`config.mk`:
```
export PLATFORM = sky130hd
export DESIGN_NAME = reg_alu_core
export DESIGN_NICKNAME = d
export VERILOG_FILES = /design/src/rtl/reg_alu_core.sv
export SDC_FILE = /design/constraint.sdc
export NUM_CORES = 1
export LEC_CHECK = 0
export BUFFER_PORTS_ARGS = -buffer_cell sky130_fd_sc_hd__buf_2
export CORE_MARGIN = 8
export CORE_UTILIZATION = 40
export CTS_BUF_LIST = sky130_fd_sc_hd__clkbuf_4 sky130_fd_sc_hd__clkbuf_8
export CTS_CLUSTER_DIAMETER = 50
export DETAILED_ROUTE_END_ITERATION = 8
export GPL_ROUTABILITY_DRIVEN = 0
export GPL_TIMING_DRIVEN = 0
export SKIP_LAST_GASP = 1
export SLEW_MARGIN = 20
export SYNTH_ARGS = -nofsm -noshare
export SYNTH_HDL_FRONTEND = slang
export SYNTH_SLANG_ARGS = --single-unit
```
`constraint.sdc`:
```
create_clock -name clk -period 15.4 [get_ports clk]
set_input_delay 1.54 -clock clk [delete_from_list [all_inputs] [get_ports clk]]
set_output_delay 1.54 -clock clk [all_outputs]
set_load 0.01 [all_outputs]
```
`src/rtl/reg_alu_core.sv`:
```
// Multi-cycle register-file core: load/mov/add/sub over a shared bus, valid/ready instruction intake.
// Define ALU_EXT_EN to add and/xor/shl. Without it those opcodes retire as nop.
module reg_alu_core #(
    parameter int DATA_W = 16,
    parameter int NREG   = 16,
    parameter int REG_AW = 4,
    parameter int OPC_W  = 3
) (
    input  logic              clk,
    input  logic              reset,
    input  logic [DATA_W-1:0] instr,
    input  logic              instr_valid,
    output logic              instr_ready,
    output logic              done,
    output logic              busy,
    output logic [DATA_W-1:0] bus_out,
    input  logic [REG_AW-1:0] dbg_addr,
    output logic [DATA_W-1:0] dbg_data
);

    typedef enum logic [2:0] {
        IDLE,
        LOAD_IMM,
        MOV,
        T1,
        T2,
        T3,
        NOP
    } state_t;

    localparam logic [OPC_W-1:0] OP_LOAD = OPC_W'(0);
    localparam logic [OPC_W-1:0] OP_MOV  = OPC_W'(1);
    localparam logic [OPC_W-1:0] OP_ADD  = OPC_W'(2);
    localparam logic [OPC_W-1:0] OP_SUB  = OPC_W'(3);
    localparam logic [OPC_W-1:0] OP_AND  = OPC_W'(4);
    localparam logic [OPC_W-1:0] OP_XOR  = OPC_W'(5);
    localparam logic [OPC_W-1:0] OP_SHL  = OPC_W'(6);

    state_t state, state_next;

    logic [DATA_W-1:0] regs [NREG];
    logic [DATA_W-1:0] a_reg, g_reg;
    logic [OPC_W-1:0]  op_q;
    logic [REG_AW-1:0] rx_q, ry_q;

    logic [OPC_W-1:0]  op_in;
    logic [REG_AW-1:0] rx_in, ry_in;
    logic              xfer;

    logic              wr_en;
    logic [DATA_W-1:0] wr_data;
    logic              retire;
    logic [DATA_W-1:0] alu_b;
    logic [DATA_W-1:0] alu_result;
    logic              op_in_is_alu;

    assign op_in = instr[OPC_W+2*REG_AW-1 -: OPC_W];
    assign rx_in = instr[2*REG_AW-1 -: REG_AW];
    assign ry_in = instr[REG_AW-1:0];
    assign xfer  = instr_valid && instr_ready;

    assign instr_ready = (state == IDLE) || (state == LOAD_IMM);
    assign busy        = (state != IDLE);
    assign dbg_data    = regs[dbg_addr];
    assign alu_b       = regs[ry_q];

    // Opcodes outside the built ALU fall through to the NOP path.
    always_comb begin
        op_in_is_alu = 1'b0;
        case (op_in)
            OP_ADD, OP_SUB: op_in_is_alu = 1'b1;
`ifdef ALU_EXT_EN
            OP_AND, OP_XOR, OP_SHL: op_in_is_alu = 1'b1;
`endif
            default: op_in_is_alu = 1'b0;
        endcase
    end

    always_comb begin
        state_next = state;
        case (state)
            IDLE: begin
                if (xfer) begin
                    if (op_in == OP_LOAD)
                        state_next = LOAD_IMM;
                    else if (op_in == OP_MOV)
                        state_next = MOV;
                    else if (op_in_is_alu)
                        state_next = T1;
                    else
                        state_next = NOP;
                end
            end
            LOAD_IMM: begin
                if (xfer)
                    state_next = IDLE;
            end
            T1:      state_next = T2;
            T2:      state_next = T3;
            MOV:     state_next = IDLE;
            T3:      state_next = IDLE;
            NOP:     state_next = IDLE;
            default: state_next = IDLE;
        endcase
    end

    always_comb begin
        alu_result = a_reg + alu_b;
        case (op_q)
            OP_ADD:  alu_result = a_reg + alu_b;
            OP_SUB:  alu_result = a_reg - alu_b;
`ifdef ALU_EXT_EN
            OP_AND:  alu_result = a_reg & alu_b;
            OP_XOR:  alu_result = a_reg ^ alu_b;
            OP_SHL:  alu_result = alu_b << 1;
`endif
            default: alu_result = a_reg + alu_b;
        endcase
    end

    always_comb begin
        bus_out = '0;
        case (state)
            LOAD_IMM: bus_out = instr;
            MOV:      bus_out = regs[ry_q];
            T1:       bus_out = regs[rx_q];
            T2:       bus_out = regs[ry_q];
            T3:       bus_out = g_reg;
            default:  bus_out = '0;
        endcase
    end

    // Single register write port; every write coincides with retirement.
    always_comb begin
        wr_en   = 1'b0;
        wr_data = '0;
        retire  = 1'b0;
        case (state)
            LOAD_IMM: begin
                if (xfer) begin
                    wr_en   = 1'b1;
                    wr_data = instr;
                    retire  = 1'b1;
                end
            end
            MOV: begin
                wr_en   = 1'b1;
                wr_data = regs[ry_q];
                retire  = 1'b1;
            end
            T3: begin
                wr_en   = 1'b1;
                wr_data = g_reg;
                retire  = 1'b1;
            end
            NOP:     retire = 1'b1;
            default: retire = 1'b0;
        endcase
    end

    always_ff @(posedge clk or posedge reset) begin
        if (reset) begin
            state <= IDLE;
            op_q  <= '0;
            rx_q  <= '0;
            ry_q  <= '0;
            a_reg <= '0;
            g_reg <= '0;
            done  <= 1'b0;
        end else begin
            state <= state_next;
            done  <= retire;
            if (state == IDLE && xfer) begin
                op_q <= op_in;
                rx_q <= rx_in;
                ry_q <= ry_in;
            end
            if (state == T1)
                a_reg <= regs[rx_q];
            if (state == T2)
                g_reg <= alu_result;
        end
    end

    always_ff @(posedge clk or posedge reset) begin
        if (reset) begin
            for (int i = 0; i < NREG; i++)
                regs[i] <= '0;
        end else if (wr_en) begin
            regs[rx_q] <= wr_data;
        end
    end

endmodule

```
==> impl_metrics.ini <==
[outcome]
status = complete, no violations

[global_routing]
antenna_found_initial = 2
grt_pass1_vias = 15000
grt_max_degree = 102
grt_pass1_wl_um = 98500
grt.total_usage_pct = 24.9
grt_overflow = 0

[floorplanning]
fp.dieH_um = 230
pin_count = 58
placementRows = 78
die_x_um = 230
initial_core_util_pct = 40.4
dieArea_um2 = 52800
core_um2 = 45200

[detailed_routing]
drt_pre_antenna_iters = 8
final_antenna_net_count = 0
wirelength_um = 66100
wl_per_cell_um = 27.6
drtIter0Drc = 2207
drc = 0
vias_per_cell = 6.42
vias = 15300

[cts]
cts-htree-levels = 2
clock_tree.root_cell = clkbuf_8
cts_num_sinks = 303
post_cts.repair.setup_buffers = 0
cts_resized = 0
cts_buffers = 55
cts_hold_buf = 0
cts_tree = built
cts.reportedPaths.clkPinSlew_ns = 0.06
clockBufferDepth = 3
insertion_delay_ns = 0.68

[power]
p_leak_uw = 0.00849
p_total_uw = 5490
intPower_uw = 3020
power_density_nw_per_um2 = 265
vdd_drop_max_mv = 0.160
clkPwrFrac_pct = 16.1
power.share.combinational_pct = 56.9
pwr-share-seq_pct = 27.0
switchingPower_uw = 2470
swShare_pct = 45.0

[synthesis]
synthXorXnorAreaFrac_pct = 1.15
synth-main-ff-cell = dfrtp_1
synth_top_family_by_area = multiplexers
post_synth_and_or_nand_nor_area_fraction_pct = 10.3
yosys_warnings = 0
synth_cells = 1617
synth.avg_cell_area_um2 = 11.3
async_flop_share_pct = 100
seq_area_frac_synth_pct = 41.5
synth_mux_area_share_pct = 30.0
ys_ff_latch = 303
synth-compound-area-share_pct = 12.2
syn_nets = 1657
synth-edff-count = 0
synth_fa_ha_area_share_pct = 1.21
syn_area_um2 = 18300
ys_types = 57

[setup_path]
startpoint_type = flop
cpMaxStageDelayCell = nor4b_1
cp_data_required_time_ns = 15.94
max_stage_delay_ns = 0.71
crit_type = reg -> reg
r2r_slack_ns = 8.93
crit_fanout = 10
crit_family = buffers and inverters
reg2reg_depth = 19
r2r_end = g_reg[13]$_DFFE_PP0P_
crit_path_end_kind = flop
worstPathCellList = clkbuf_1 > buf_2 > buf_1 > clkbuf_1 > mux4_2 > nand3_1 > nand3_1 > a2111o_1 > nor4b_1 > a21oi_1 > xnor2_1 > ha_1 > nand2_1 > o21ai_0 > inv_1 > o211ai_1 > nand2_1 > xnor2_1 > mux2_2
crit_buf_inv = 5
timing.rr.start = ry_q[1]$_DFFE_PP0P_
critPathArrivalTime_ns = 7.01

[sta]
finalCritPeriodShare_pct = 42.0
maxClockFrequency_mhz = 155
worst_pin_slew_ns = 1.14
hold_viol = 0
timing.hold.ws_ns = 0.490
fin_setup_tns_ns = 0
rsz0062_at_grt = false
finalClockSkew_ns = 0.0316
maxSlewViolCount = 0
fin_crit_ns = 6.47
relSlewSlack_pct = 24.3
setup_violations = 0

[finish]
n_fill_cell = 4159
area_delta_synth_final_pct = 13.5
drive_gt1_share_pct = 24.8
largest_register_ffs = 256
final_nets = 1787
stdcell_count = 2391
final_cell_mix = dfrtp_1 (303), mux4_2 (229), nor2_1 (201), nand2_1 (190), a21oi_1 (179)
layout.cells.most_common = dfrtp_1

[worst_hold_path]
min_delay_path_depth = 2
hp-start = a_reg[8]$_DFFE_PP0P_
hold_end = a_reg[8]$_DFFE_PP0P_
holdCritPathClass = reg -> reg

[place]
hpwlAfterDp_um = 51100
placedCellCount = 2286
port_buffers = 53

[run]
maxCapViolations = 0
## worst register-to-register path, stage by stage, from the launching register on
cell	delay, ns
dfrtp_1	0.32
clkbuf_1	0.35
buf_2	0.40
buf_1	0.64
clkbuf_1	0.67
mux4_2	0.47
nand3_1	0.11
nand3_1	0.31
a2111o_1	0.57
nor4b_1	0.72
a21oi_1	0.19
xnor2_1	0.17
ha_1	0.32
nand2_1	0.07
o21ai_0	0.24
inv_1	0.11
o211ai_1	0.17
nand2_1	0.11
xnor2_1	0.14
mux2_2	0.26
## worst max-delay path by stage
stage | startpoint | endpoint | slack [ns] | cells past startpoint
floorplan | reset | a_reg[0]$_DFFE_PP0P_ | 5.49 | 1
CTS | ry_q[1]$_DFFE_PP0P_ | g_reg[13]$_DFFE_PP0P_ | 9.09 | 19
global route | ry_q[1]$_DFFE_PP0P_ | g_reg[13]$_DFFE_PP0P_ | 8.66 | 19
finish | ry_q[1]$_DFFE_PP0P_ | g_reg[13]$_DFFE_PP0P_ | 8.93 | 19
global placement | reset | regs[22]$_DFFE_PP0P_ | 1.95 | 2
detailed placement | ry_q[1]$_DFFE_PP0P_ | g_reg[13]$_DFFE_PP0P_ | 9.12 | 19
## routing by layer
metal,share of wire (%),GRT usage (%)
met5,0,0
met4,4.1,10.0
met3,11,6.50
met2,46,39.0
met1,38,32.7
## Yosys cell counts, types with 2 or more instances
master / instances / area [um^2]
a31oi_1: 2 / 12.5
nand3_1: 16 / 80.1
nand2_1: 190 / 713
a22oi_1: 20 / 150
nor2b_1: 6 / 37.5
xor2_1: 4 / 35.0
mux2_2: 18 / 203
mux2i_1: 9 / 90.1
clkbuf_1: 118 / 443
and3_1: 5 / 31.3
o21ai_1: 98 / 490
a222oi_1: 16 / 160
o31ai_1: 4 / 30.0
buf_2: 7 / 35.0
a221oi_1: 4 / 35.0
nor3_1: 8 / 40.0
nor2_1: 201 / 754
o221ai_1: 4 / 35.0
or2_2: 4 / 25.0
or4_4: 2 / 22.5
or4_1: 3 / 22.5
a21oi_1: 179 / 896
a2111o_1: 2 / 22.5
nor3b_1: 2 / 15.0
a21o_1: 7 / 52.6
o21ai_0: 31 / 155
nand2b_1: 5 / 31.3
a22o_1: 2 / 17.5
xnor2_1: 20 / 175
a211oi_1: 4 / 30.0
inv_1: 24 / 90.1
o211ai_1: 9 / 67.6
mux4_2: 229 / 5160
and2_1: 5 / 31.3
ha_1: 16 / 200
dfrtp_1: 303 / 7580
buf_1: 19 / 71.3
or3_1: 2 / 12.5
## power by group through the flow
stage	Sequential, uW	Clock (uW)	Combinational [uW]
2_1_floorplan	1340	0	2200
3_3_place_gp	1440	0	2970
3_5_place_dp	1470	0	3050
4_1_cts	1460	891	3060
5_1_grt	1520	925	3340
6_report	1480	883	3130
## cell type report
type                       instances  area [um^2]  share of cell area (%)
antenna                            2         5.00                  0.0241
buffer                           147          594                    2.87
clock buffer                      82         1020                    4.93
clock inverter                    17          228                    1.10
inverter                          24         97.6                   0.471
multi-input combinational       1143        10000                    48.3
sequential                       303         7580                    36.6
tap                              600          751                    3.62
timing repair buffer              73          438                    2.11
## cells by family after synthesis
family | after synthesis
simple gates | 455
compound gates | 390
flops | 303
mux | 257
buf+inv | 171
xor+xnor | 24
fa+ha+maj | 17
## through the flow
step	utilization, %	cell area (um^2)	setup WS [ns]
floorplan	-	18300	5.49
global placement	42.7	19300	1.95
detailed placement	43.0	19400	9.12
CTS	45.8	20700	9.09
global route	45.9	20700	8.66
finish	45.9	20700	8.93
No activity file was read; power rests on OpenSTA's default activity.
